--- config.mk ---
export PLATFORM = sky130hd
export DESIGN_NAME = float_sub16_pipe
export DESIGN_NICKNAME = d
export VERILOG_FILES = /design/src/rtl/float_sub16_pipe.sv
export SDC_FILE = /design/constraint.sdc
export NUM_CORES = 1
export LEC_CHECK = 0
export ABC_AREA = 0
export CELL_PAD_IN_SITES_DETAIL_PLACEMENT = 0
export CELL_PAD_IN_SITES_GLOBAL_PLACEMENT = 1
export CORE_UTILIZATION = 46
export CTS_CLUSTER_SIZE = 24
export DETAILED_ROUTE_END_ITERATION = 6
export PLACE_DENSITY_LB_ADDON = 0.05
export SKIP_CTS_REPAIR_TIMING = 1
export SLEW_MARGIN = 20
export SYNTH_ARGS = -nofsm -noshare
export SYNTH_HDL_FRONTEND = slang
export SYNTH_SLANG_ARGS = --single-unit
--- constraint.sdc ---
create_clock -name clk -period 5.8 [get_ports clk]
set_input_delay 1.16 -clock clk [delete_from_list [all_inputs] [get_ports clk]]
set_output_delay 1.16 -clock clk [all_outputs]
set_load 0.02 [all_outputs]
--- src/rtl/float_sub16_pipe.sv ---
`default_nettype none
// +--------------------------------------------------------------------------+
// | Module      : float_sub16_pipe                                           |
// | Description : Pipelined IEEE-754 half-precision subtractor,              |
// |               out_diff = in_a - in_b. Subnormals are flushed to zero.    |
// |               The result is truncated unless FLOAT_SUB16_RNE_EN is       |
// |               defined, in which case it is rounded to nearest-even.      |
// |               Valid/ready on both sides; a stall freezes every stage.    |
// | Revision    : 1.0 - initial release                                      |
// +--------------------------------------------------------------------------+
module float_sub16_pipe (
    input  logic        clk,
    input  logic        rst,
    input  logic        in_valid,
    output logic        in_ready,
    input  logic [15:0] in_a,
    input  logic [15:0] in_b,
    output logic        out_valid,
    input  logic        out_ready,
    output logic [15:0] out_diff
);

    localparam logic [15:0] C_QNAN    = 16'h7E00;
    localparam logic [4:0]  C_EXP_MAX = 5'h1F;
`ifdef FLOAT_SUB16_RNE_EN
    localparam int          C_NORM_LSB = 0;   // keep guard/round/sticky for rounding
`else
    localparam int          C_NORM_LSB = 3;   // truncation drops guard/round/sticky
`endif

    // Whole pipeline advances together; a held output freezes every stage.
    logic w_adv;
    assign w_adv    = !(out_valid && !out_ready);
    assign in_ready = w_adv;

    // ---------------- stage 1: unpack, classify, order by magnitude --------
    logic        w1_b_sign;
    logic        w1_a_zero, w1_b_zero;
    logic        w1_a_nan, w1_b_nan, w1_a_inf, w1_b_inf;
    logic [10:0] w1_a_sig, w1_b_sig;
    logic [14:0] w1_a_mag, w1_b_mag;
    logic        w1_spec;
    logic [15:0] w1_spec_val;
    logic        w1_sign_l, w1_sign_s;
    logic [4:0]  w1_exp_l, w1_exp_s;
    logic [10:0] w1_sig_l, w1_sig_s;

    logic        r1_valid, r1_spec, r1_sign_l, r1_eff_sub;
    logic [15:0] r1_spec_val;
    logic [4:0]  r1_exp_l, r1_ediff;
    logic [10:0] r1_sig_l, r1_sig_s;

    // Subtraction becomes addition of a sign-flipped subtrahend.
    always_comb begin
        w1_b_sign = ~in_b[15];
        w1_a_zero = (in_a[14:10] == 5'd0);
        w1_b_zero = (in_b[14:10] == 5'd0);
        w1_a_nan  = (in_a[14:10] == C_EXP_MAX) && (in_a[9:0] != 10'd0);
        w1_b_nan  = (in_b[14:10] == C_EXP_MAX) && (in_b[9:0] != 10'd0);
        w1_a_inf  = (in_a[14:10] == C_EXP_MAX) && (in_a[9:0] == 10'd0);
        w1_b_inf  = (in_b[14:10] == C_EXP_MAX) && (in_b[9:0] == 10'd0);
        w1_a_sig  = w1_a_zero ? 11'd0 : {1'b1, in_a[9:0]};
        w1_b_sig  = w1_b_zero ? 11'd0 : {1'b1, in_b[9:0]};
        w1_a_mag  = w1_a_zero ? 15'd0 : in_a[14:0];
        w1_b_mag  = w1_b_zero ? 15'd0 : in_b[14:0];

        w1_spec     = 1'b1;
        w1_spec_val = C_QNAN;
        if (w1_a_nan || w1_b_nan) begin
            w1_spec_val = C_QNAN;
        end else if (w1_a_inf && w1_b_inf) begin
            // Opposing infinities after the sign flip have no defined difference.
            w1_spec_val = (in_a[15] == w1_b_sign) ? {in_a[15], C_EXP_MAX, 10'd0} : C_QNAN;
        end else if (w1_a_inf) begin
            w1_spec_val = {in_a[15], C_EXP_MAX, 10'd0};
        end else if (w1_b_inf) begin
            w1_spec_val = {w1_b_sign, C_EXP_MAX, 10'd0};
        end else begin
            w1_spec = 1'b0;
        end

        if (w1_a_mag >= w1_b_mag) begin
            w1_sign_l = in_a[15];   w1_exp_l = in_a[14:10]; w1_sig_l = w1_a_sig;
            w1_sign_s = w1_b_sign;  w1_exp_s = in_b[14:10]; w1_sig_s = w1_b_sig;
        end else begin
            w1_sign_l = w1_b_sign;  w1_exp_l = in_b[14:10]; w1_sig_l = w1_b_sig;
            w1_sign_s = in_a[15];   w1_exp_s = in_a[14:10]; w1_sig_s = w1_a_sig;
        end
    end

    // Stage 1 register: ordered operands and exponent distance.
    always_ff @(posedge clk) begin
        if (w_adv) begin
            r1_spec     <= w1_spec;
            r1_spec_val <= w1_spec_val;
            r1_sign_l   <= w1_sign_l;
            r1_eff_sub  <= (w1_sign_l != w1_sign_s);
            r1_exp_l    <= w1_exp_l;
            r1_ediff    <= w1_exp_l - w1_exp_s;
            r1_sig_l    <= w1_sig_l;
            r1_sig_s    <= w1_sig_s;
        end
    end

    // ---------------- stage 2: align and add/subtract ----------------------
    logic [13:0] w2_l_full, w2_s_full, w2_s_aln, w2_s_grs;
    logic        w2_sticky;
    logic [14:0] w2_sum;

    logic        r2_valid, r2_spec, r2_sign;
    logic [15:0] r2_spec_val;
    logic [4:0]  r2_exp;
    logic [14:0] r2_sum;

    // Bits shifted past the field collapse into the sticky LSB.
    always_comb begin
        w2_l_full = {r1_sig_l, 3'b000};
        w2_s_full = {r1_sig_s, 3'b000};
        if (r1_ediff >= 5'd14) begin
            w2_s_aln  = 14'd0;
            w2_sticky = |r1_sig_s;
        end else begin
            w2_s_aln  = w2_s_full >> r1_ediff;
            w2_sticky = |(w2_s_full & ((14'd1 << r1_ediff) - 14'd1));
        end
        w2_s_grs = {w2_s_aln[13:1], w2_s_aln[0] | w2_sticky};
        // Larger magnitude is first, so the difference never goes negative.
        if (r1_eff_sub) begin
            w2_sum = {1'b0, w2_l_full} - {1'b0, w2_s_grs};
        end else begin
            w2_sum = {1'b0, w2_l_full} + {1'b0, w2_s_grs};
        end
    end

    // Stage 2 register: raw sum with sign and exponent of the larger operand.
    always_ff @(posedge clk) begin
        if (w_adv) begin
            r2_spec     <= r1_spec;
            r2_spec_val <= r1_spec_val;
            r2_sign     <= r1_sign_l;
            r2_exp      <= r1_exp_l;
            r2_sum      <= w2_sum;
        end
    end

    // ---------------- stage 3: normalize -----------------------------------
    logic [3:0]        w3_lzc;
    logic [13:0]       w3_norm;
    logic signed [6:0] w3_exp;

    logic                    r3_valid, r3_spec, r3_sign, r3_zero;
    logic [15:0]             r3_spec_val;
    logic signed [6:0]       r3_exp;
    logic [12:C_NORM_LSB]    r3_norm;

    // Carry shifts right once; otherwise bring the leading one up to bit 13.
    always_comb begin
        w3_lzc = 4'd0;
        for (int i = 0; i < 14; i++) begin
            if (r2_sum[i]) w3_lzc = 4'(13 - i);
        end
        if (r2_sum[14]) begin
            w3_norm = {r2_sum[14:2], r2_sum[1] | r2_sum[0]};
            w3_exp  = $signed({2'b00, r2_exp}) + 7'sd1;
        end else begin
            w3_norm = r2_sum[13:0] << w3_lzc;
            w3_exp  = $signed({2'b00, r2_exp}) - $signed({3'b000, w3_lzc});
        end
    end

    // Stage 3 register: normalized fraction (hidden bit implied) and exponent.
    always_ff @(posedge clk) begin
        if (w_adv) begin
            r3_spec     <= r2_spec;
            r3_spec_val <= r2_spec_val;
            r3_sign     <= r2_sign;
            r3_zero     <= (w3_norm == 14'd0);
            r3_exp      <= w3_exp;
            r3_norm     <= w3_norm[12:C_NORM_LSB];
        end
    end

    // ---------------- output: round (optional) and pack --------------------
    logic signed [6:0] w4_exp;
    logic [9:0]        w4_mant;
    logic [15:0]       w4_res;
`ifdef FLOAT_SUB16_RNE_EN
    logic              w4_rnd_up;
    logic [11:0]       w4_sig_r;
`endif

    // Specials win; tiny results flush to +0, large ones saturate to infinity.
    always_comb begin
        w4_exp  = r3_exp;
        w4_mant = r3_norm[12:3];
`ifdef FLOAT_SUB16_RNE_EN
        w4_rnd_up = r3_norm[2] & (r3_norm[1] | r3_norm[0] | r3_norm[3]);
        w4_sig_r  = {2'b01, r3_norm[12:3]} + {11'd0, w4_rnd_up};
        if (w4_sig_r[11]) begin
            w4_exp  = r3_exp + 7'sd1;
            w4_mant = 10'd0;
        end else begin
            w4_mant = w4_sig_r[9:0];
        end
`endif
        if (r3_spec) begin
            w4_res = r3_spec_val;
        end else if (r3_zero || (r3_exp <= 7'sd0)) begin
            w4_res = 16'h0000;
        end else if (w4_exp >= 7'sd31) begin
            w4_res = {r3_sign, C_EXP_MAX, 10'd0};
        end else begin
            w4_res = {r3_sign, w4_exp[4:0], w4_mant};
        end
    end

    // Valid bits march with the data; reset discards everything in flight.
    always_ff @(posedge clk) begin
        if (rst) begin
            r1_valid  <= 1'b0;
            r2_valid  <= 1'b0;
            r3_valid  <= 1'b0;
            out_valid <= 1'b0;
            out_diff  <= 16'h0000;
        end else if (w_adv) begin
            r1_valid  <= in_valid;
            r2_valid  <= r1_valid;
            r3_valid  <= r2_valid;
            out_valid <= r3_valid;
            if (r3_valid) out_diff <= w4_res;
        end
    end

endmodule
`default_nettype wire

== After elaboration in Yosys (flattened, before gate mapping) ==
Cells that the tools add are included.
Cells by class
  add/sub/neg operators: 6
  $lt $le $gt $ge: 4
  equality and inequality tests: 4
  shift-type cells: 3
  mux-type cells: 37
  bitwise gates (word level): 5
  reductions and logical operators: 21
Operators with widths (count)
  2-to-1 mux 16 bit: 6
  2-to-1 mux 15 bit: 4
  2-to-1 mux 4 bit: 14
  2-to-1 mux 11 bit: 4
  2-to-1 mux 14 bit: 2
  logical NOT 10 bit: 2
  nonzero test 10 bit: 2
  adder 14 x 14 -> 15 bit: 1
  greater-or-equal comparator 15 bit: 1
  subtractor 14 x 14 -> 15 bit: 1
  AND 14 bit: 1
  logical NOT 14 bit: 1
  OR reduction 14 bit: 1
  left shift 1 x 5 -> 14 bit (first input constant): 1
  left shift 14 x 4 -> 14 bit: 1
  right shift 14 x 5 -> 14 bit: 1
  subtractor 14 x 1 -> 14 bit (second input constant): 1
  OR reduction 11 bit: 1
  equality test 5 bit (second input constant): 2
  logical NOT 5 bit: 2
  2-to-1 mux 5 bit: 2
  greater-or-equal comparator 7 x 6 -> 1 bit (second input constant): 1
  less-or-equal comparator 7 x 1 -> 1 bit (second input constant): 1
  2-to-1 mux 7 bit: 1
  other kinds (14): 26
Word-level totals
  flip-flop bits (word level): 145
  bits of input ports: 36

== Longest topological paths before layout ==
  depth after elaboration: 17
  depth in mapped cells: 21
  gate-level depth less buffers: 19

== Worst setup path after synthesis ==
OpenSTA, ideal clock, no wires.
  path kind: in2reg
  start point: input out_ready
  end point: register out_diff[4]
  setup time: 0.065 ns
  data arrival time: 5.166 ns
  slack: 0.569 ns
  stages on the path: 9
  buffers on the path: 3
  cells stage by stage: nand2b_1 clkbuf_1 nand2_1 or3_1 clkbuf_1 nor2b_1 clkbuf_1 a22oi_1 nor2_1
On the way
  cells in the longest elaborated chain, start to end: 4
Ends and longest elaborated chain
  start: declaration: RTL line 19  | input logic out_ready,
  logical NOT 1 bit: RTL line 33  | assign w_adv = !(out_valid && !out_ready);
  logical AND 1 bit: RTL line 33
  NOT 1 bit (no line)
  AND reduction 2 bit (no line)
  end signal: assignment: RTL line 230  | if (r3_valid) out_diff <= w4_res;
  end: declaration: RTL line 20  | output logic [15:0] out_diff
Every way passes these cells.
A chain may end at the register's enable or synchronous reset.

== Final worst setup path ==
  start point: input in_a[13]
  end point: register r1_ediff[4] (data pin)
On the way
  cells in the longest elaborated chain, start to end: 5
  elaborated cells between the ends (all ways): 6
Ends and longest elaborated chain
  start: declaration: RTL line 16  | input logic [15:0] in_a,
  logical NOT 5 bit: RTL line 56  | w1_a_zero = (in_a[14:10] == 5'd0);
  2-to-1 mux 15 bit: RTL line 64  | w1_a_mag = w1_a_zero ? 15'd0 : in_a[14:0];
  greater-or-equal comparator 15 bit: RTL line 82  | if (w1_a_mag >= w1_b_mag) begin
  2-to-1 mux 5 bit: RTL line 82
  subtractor 5 bit *: RTL line 99  | r1_ediff <= w1_exp_l - w1_exp_s;
  end signal: assignment: RTL line 99
  end: declaration: RTL line 50  | logic [4:0] r1_exp_l, r1_ediff;
Mark *: on every way between the ends. The rest lies on a longest branch, timed or not.

==> results.md <==
Pwr:
- The maximum resistive drop on vdd is 0.211 mV.
- The power density over the cells is 360 mW/mm^2.
- The share of total power dissipated in combinational logic is 0.376.
- Of the total power, registers draw 0.422.
- For this design the total switching power over the nets is 1.12 mW.
- Of the total power, the clock network draws 0.202.
- The leakage dissipation is 3.22 nW.
- The post-route total power is 2.94 mW.
- The internal cell power is 1.82 mW.
- The net switching fraction of the power is 0.380.

GRT:
- The total track usage is 0.223.
- For met2 alone, demand over resource in global routing was 0.396.
- The met1 track demand over resource in global routing is 0.261.
- The via count of the first global-routing pass is 5695.
- The first-pass GRT wire length is 28300 microns.
- The met3 usage is 0.0427.
- The busiest metal layer after global routing is met2.
- The pin count of the biggest net entering global routing is 52.
- The number of antenna violations at the first check in global routing came to 0.
- The global-route congestion overflow total is 0.

Hold path:
- The worst hold-check path type is reg -> reg.
- The worst hold path begins at r1_sign_l.

STA:
- Of the available clock period, the critical path in the final layout requires 0.883.
- Static timing analysis puts the maximum clock frequency at 195 MHz.
- The normalized max-slew margin is 0.356.
- The setup-violating endpoint count in the final report is 0.
- After routing, the total negative slack on setup checks comes to 0 ps.
- Counting I/O delays and the setup requirement, the final critical path takes 5120 ps.
- The measured slew at the worst slew-check pin is 967 ps.
- The number of max-slew violations in the final report is 0.
- The number of endpoints with negative hold slack in the final report was 0.
- Setup repair after global routing left no endpoint under its margin.
- The clock arrives with 10.8 ps of skew.

Synthesis:
- The total of flip-flops plus latches after synthesis is 103.
- For this run, the leading register cell type out of synthesis is sky130_fd_sc_hd__edfxtp_1.
- The synthesized design spends more area on one cell type than any other, namely sky130_fd_sc_hd__edfxtp_1.
- Ranked by instance count, the synthesized netlist is headed by 83 x sky130_fd_sc_hd__edfxtp_1, 78 x sky130_fd_sc_hd__nand2_1, 66 x sky130_fd_sc_hd__nor2_1.
- The sequential fraction of the synthesis area is 0.401.
- The number of distinct standard cells referenced by the synthesized netlist is 70.
- The net count after synthesis is 863.
- The total standard cell area after synthesis is 0.00722 sq mm.
- By area the synthesized netlist is led by sky130_fd_sc_hd__edfxtp_1 35%, sky130_fd_sc_hd__ha_1 8.0%, sky130_fd_sc_hd__dfxtp_1 5.5%.
- Counting flops with an async set or reset pin after synthesis yields a share of 0.
- During synthesis, Yosys emitted a total of 0 warnings.
- The share of synthesized area in the top cell type comes to 0.345.
- Yosys mapped a number of flops with a built-in enable equal to 83.
- In this run the mean area of a mapped cell was 9.27 sq um.
- The cell count after synthesis is 779.
- The cell with the most instances after synthesis is sky130_fd_sc_hd__edfxtp_1.

Detailed routing:
- The routed wire length per instance is 17.2 microns.
- The initial DRC count is 407.
- The length of the first detailed-routing pass in iterations is 5.
- The vias per cell is 5.83.
- The count of vias placed by the detailed router is 5913.
- After detailed routing, the number of remaining DRC violations is 0.
- After detailed routing, the total wire length is 17500 microns.
- The number of antenna-violating nets in the routed design is 0.

Place:
- Buffers placed on the I/O ports in this run total 53.
- The estimated wirelength of the detail-placed design is 13600 microns.
- The placed instance count is 999.
- The final weighted congestion of routability-driven global placement is 0.888.
- The standard cell area after detailed placement is 0.00787 sq mm.

Worst setup path:
- The worst setup path is launched from an input port.
- The peak per-stage delay on the critical path is 540 ps.
- The beginning of the critical path is in_a[13].
- The slowest stage of the critical path belongs to the cell sky130_fd_sc_hd__clkdlybuf4s50_1.
- Of all nets on the critical path, the largest fanout is 11.
- In this run the critical register-to-register path is launched from r1_ediff[1].
- By startpoint and endpoint, the worst setup path is classified as in -> reg.
- The endpoint kind of the worst setup timing path is a flip-flop.
- The internal reg-to-reg setup slack is 1450 ps.
- The signal on the critical path passes through clkdlybuf4s50_1 -> nor4_1 -> nand2_1 -> and2_1 -> ha_1 -> a2111oi_0 -> a21oi_1 -> nor2_2 -> mux2_2 -> ha_1 -> a2111o_1 -> o31ai_1 -> a21oi_1 -> xnor2_1.
- For the worst setup path, the data required time is 5900 ps.
- The arrival time of the worst setup path is 5220 ps.

Floorplanning:
- The core region is 0.0153 sq mm.
- The boundary pin count is 54.
- The horizontal die dimension is 127 microns.
- The die covers 0.0162 sq mm.
- Row generation in the floorplan step produced 45 rows.
- For this configuration, the core starts out at a cell density of 0.473.
- The die height is 127 microns.

Finish:
- In the final layout, the share of cells above drive strength 1 is 0.0771.
- At the end of the flow, the number of nets in the layout was 883.
- The number of antenna repair diodes is 0.
- Counting the fill cells in the layout gives 1392.
- Measured on the finished design, the core utilization comes to 0.536.
- The post-route standard cell area excluding fillers is 0.00817 sq mm.
- The area growth from synthesis to layout is 13.2%.
- The number of standard cells in the final layout excluding fillers is 1015.

CTS:
- The number of clock buffers added by TritonCTS is 9.
- The buffer cell driving the clock tree root is sky130_fd_sc_hd__clkbuf_16.
- Clock-pin slew was measured on the worst setup and hold paths at 70 ps.
- TritonCTS built the clock tree.
- The longest clock path from root to sink contains 2 buffers.
- The H-tree depth is 3.
- The number of sinks on the clock net is 103.
- Clock latency on the worst-skew pair, taken at its later pin, is 360 ps.

Run:
- The count of maximum capacitance violations is 0.

Run status:
- The flow ran to the end, and the final reports show no timing, DRC or antenna violations.
## routing by layer
| layer | part of all wire | vias to the layer above |
|---|---|---|
| met5 | 0 | - |
| li1 | - | 2897 |
| met4 | 0.032 | 0 |
| met2 | 0.50 | 161 |
| met1 | 0.43 | 2814 |
| met3 | 0.038 | 41 |
## worst max-delay path: cells and delay by family
kind	cells	cell delay, ps
AO/OA/AOI/OAI	5	1250
XOR/XNOR	1	150
adder cells (fa/ha/maj)	2	550
buffers and inverters	1	540
multiplexers	1	360
AND/OR/NAND/NOR	4	1210
## stage by stage
stage / hold WS (ps) / setup slack (ps)
floorplan: 400 / 569
global placement: 401 / 533
CTS: 422 / 757
global route: 426 / 490
finish: 420 / 678
detailed placement: 407 / 379
## cells in the final DEF, fill, tap and decap left out, types with 10 or more instances in the layout
cell,instances
sky130_fd_sc_hd__inv_1,47
sky130_fd_sc_hd__a21oi_1,49
sky130_fd_sc_hd__nor2_1,65
sky130_fd_sc_hd__o21ai_0,55
sky130_fd_sc_hd__a22oi_1,12
sky130_fd_sc_hd__ha_1,46
sky130_fd_sc_hd__dfxtp_1,20
sky130_fd_sc_hd__o31ai_1,16
sky130_fd_sc_hd__nor4_1,10
sky130_fd_sc_hd__nor3_1,16
sky130_fd_sc_hd__clkdlybuf4s50_1,53
sky130_fd_sc_hd__mux2i_1,29
sky130_fd_sc_hd__nand2_1,78
sky130_fd_sc_hd__nand3_1,15
sky130_fd_sc_hd__xnor2_1,17
sky130_fd_sc_hd__mux2_2,17
sky130_fd_sc_hd__nand2b_1,11
sky130_fd_sc_hd__and2_1,15
sky130_fd_sc_hd__edfxtp_1,83
## flip-flops by register name, summed over array words and instances, names as in the netlist, 2 cells and up
register     cells
r2_sum          15
r3_exp           7
r1_exp_l         5
r1_spec_val      2
out_diff        16
r1_ediff         5
r1_sig_l        11
r2_exp           5
r3_norm         10
r3_spec_val      2
r1_sig_s        11
r2_spec_val      2
## final cells by class
type / count / area [sq um] / area share
repair buffers: 60 / 583 / 0.0713
clock inverters: 6 / 60.1 / 0.00735
well taps: 211 / 264 / 0.0323
multi-input cells: 577 / 3950 / 0.484
clock buffers: 10 / 239 / 0.0292
flip-flops and latches: 103 / 2890 / 0.354
inverters: 48 / 180 / 0.0220
## cell families after synthesis
| logic type | Yosys count | share of synthesized area |
|---|---|---|
| and+or+nand+nor | 237 | 0.151 |
| AOI/OAI and AO/OA | 217 | 0.200 |
| DFF | 103 | 0.401 |
| buffers and inverters | 99 | 0.0534 |
| muxes | 50 | 0.0792 |
| adders and majority gates | 49 | 0.0866 |
| xor gates and xnor gates | 24 | 0.0291 |
## worst paths after layout
kind | endpoint | cells past startpoint
setup reg to reg | r2_sum[14] | 15
hold reg to reg | r2_sign | 0
hold / removal | r2_sign | 0
setup / recovery | r1_ediff[4] | 14
## power by group through the flow
stage | registers (mW) | clock network [mW] | logic, mW
2_1_floorplan | 1.12 | 0 | 0.894
3_3_place_gp | 1.25 | 0 | 1.08
3_5_place_dp | 1.25 | 0 | 1.10
4_1_cts | 1.23 | 0.608 | 1.10
5_1_grt | 1.26 | 0.637 | 1.23
6_report | 1.24 | 0.593 | 1.11
Note: power is estimated with default switching activity, not from simulation.
==> RTL edit: new RTL, same flow settings <==
Reset style: asynchronous (`rst`), changed in one clocked block.
--- a/src/rtl/float_sub16_pipe.sv
+++ b/src/rtl/float_sub16_pipe.sv
@@ -215,7 +215,7 @@
     end
 
     // Valid bits march with the data; reset discards everything in flight.
-    always_ff @(posedge clk) begin
+    always_ff @(posedge clk or posedge rst) begin
         if (rst) begin
             r1_valid  <= 1'b0;
             r2_valid  <= 1'b0;
Behaviour: not the same (Yosys sat finds a counterexample within 10 cycles, from zero or initial values and one cycle with rst high; the reset may be asserted at any time).
==> RTL edit against the unedited design <==
  * Wire length rose by 0.66%
  * Final cell count is 1.9% higher
  * Non-clock buffer count decreased by 1
  * Setup slack got worse by 94 ps
  * Core utilization fell by 0.27 points
  * Sequential cell count unchanged
  * Cell area grew 3.2%
  * Synthesized cell count increased by 0.26%
  * Synthesized area is 2.6% higher
  * Largest power group is now combinational logic
  * Power is 33% higher
  * Via count increased by 0.91%
==> RTL edit: results (changes against the unedited design) <==
- Status: finished, final reports clean
- Adder-cell share of the synthesized area: 8.45% (-0.22 points)
- Vias in the first global route: 5688 (-0.12%)
- Worst Tran Pin Value: 1110 ps (+148 ps)
- XOR/XNOR share of the synthesized area: 2.72% (-0.19 points)
- VDD IR-drop max: 0.000206 V (-2.5%)
- Nets: 897 (+1.6%)
- Global-route wire length before repair: 28300 um (+0.19%)
- WL met3: 759 um (+13%)
- Post-synth top cells: nand2_1, edfxtp_1, o21ai_0
- Pre-Repair DR Iteration Count: 5 (unchanged)
- Post-synth EDFFs: 83 (unchanged)
- DR WL met2: 8860 um (+1.7%)
- Synth Area in Compound Gates: 18.5% (-1.5 points)
- Syn nets: 865 (+0.23%)
- Worst Hold Class: reg -> reg
- DRT iter0 DRCs: 371 (-8.8%)
- Metal-1 WL: 7600 um (+0.82%)
- Leakage power: 3.37 nW (+4.7%)
- Setup Skew: 7.71 ps (-3.12 ps)
- Yosys cell types: 79 (+13%)
- Largest cells by area after synthesis: edfxtp_1, ha_1, dfrtp_1
- Largest net degree at the start of global routing: 59 (+13%)
- Routed len/inst: 17.0 um (-1.2%)
- Total track usage: 22.1% (-0.20 points)
- Multiplexer share of the synthesized area: 7.96% (+0.039 points)
- DR vias: 5967 (+0.91%)
- DP HPWL: 13600 um (+0.13%)
- Fillcell total: 1421 (+2.1%)
- Dpl ws: 243 ps (-136 ps)
- Final Worst Setup Slack: 584 ps (-93.9 ps)
- Arr. time, crit path: 5310 ps (+90 ps)
- Worst-path fanout max: 12 (+1)
- GPL Wtd Cong: 0.890 (+0.19%)
- R2r setup slk: 1600 ps (+150 ps)
- Hold_ws: 422 ps (+2.02 ps)
- Layout cells sized above 1: 7.58% (-0.13 points)
- Asr flop ratio synth: 19.4% (+19 points)
- CTS max path bufs: 2 (unchanged)
- Register area share after synthesis: 40.4% (+0.35 points)
==> RTL edit: path summary, 6_finish.rpt <==
kind,start,end,depth (start not counted)
worst max-delay path,in_a[12],r1_ediff[4]$_DFFE_PN_,18
worst min-delay path,r1_spec_val[9]$_SDFFCE_PP1N_,r2_spec_val[9]$_DFFE_PN_,0
worst max register to register,r1_ediff[0]$_DFFE_PN_,r2_sum[13]$_DFFE_PN_,18
worst min register to register,r1_spec_val[9]$_SDFFCE_PP1N_,r2_spec_val[9]$_DFFE_PN_,0
max in group asynchronous,rst,out_diff[0]$_DFFE_PP0P_,2
min in group asynchronous,rst,out_diff[6]$_DFFE_PP0P_,2
==> RTL edit: through the flow <==
step | util [%] | instance area (um^2) | std cells
final | 53.3 | 8430 | 1034
after global routing | 53.3 | 8430 | 1034
after CTS | 53.3 | 8430 | 1034
after detailed placement | 51.2 | 8110 | 1018
after global placement | 51.2 | 8110 | 1018
after floorplan | - | 7410 | 781
==> RTL edit: worst max-delay path, cell delays in order <==
cell and delay (ps):
clkdlybuf4s50_1 530, nor4_1 490, nand2_1 380, nand2_1 180, inv_1 70, ha_1 330, nand4_1 110, o21bai_1 90
a221o_1 360, nand2_1 190, nand3_2 120, mux2i_1 210, inv_1 60, ha_1 200, or3_1 350, o32ai_1 220
a211oi_1 120, xnor2_1 140
==> RTL edit: layout make-up <==
class,instances,share of cell area (%)
sequential,103,35.5
inverter,56,2.49
tap,216,3.20
multi-input combinational,584,48.1
clock inverter,5,0.638
clock buffer,11,3.26
timing repair buffer,59,6.82
==> RTL edit: report_power, final <==
group          internal (mW)  switching, mW
sequential              1.18          0.321
clock                  0.354          0.281
combinational          0.797          0.974
total                   2.33           1.57
==> RTL edit: cell families after synthesis <==
logic type	Yosys count
AO/OA/AOI/OAI	203
XOR/XNOR	23
adder cells (fa/ha/maj)	49
buffers and inverters	94
flip-flops	103
multiplexers	48
AND/OR/NAND/NOR	261
==> RTL edit: metal layers <==
| metal | vias up | GRT usage (%) |
|---|---|---|
| met2 | 158 | 40.0 |
| met3 | 29 | 4.20 |
| met1 | 2830 | 26.0 |
| met5 | - | 0 |
| met4 | 0 | 7.54 |
| li1 | 2950 | - |
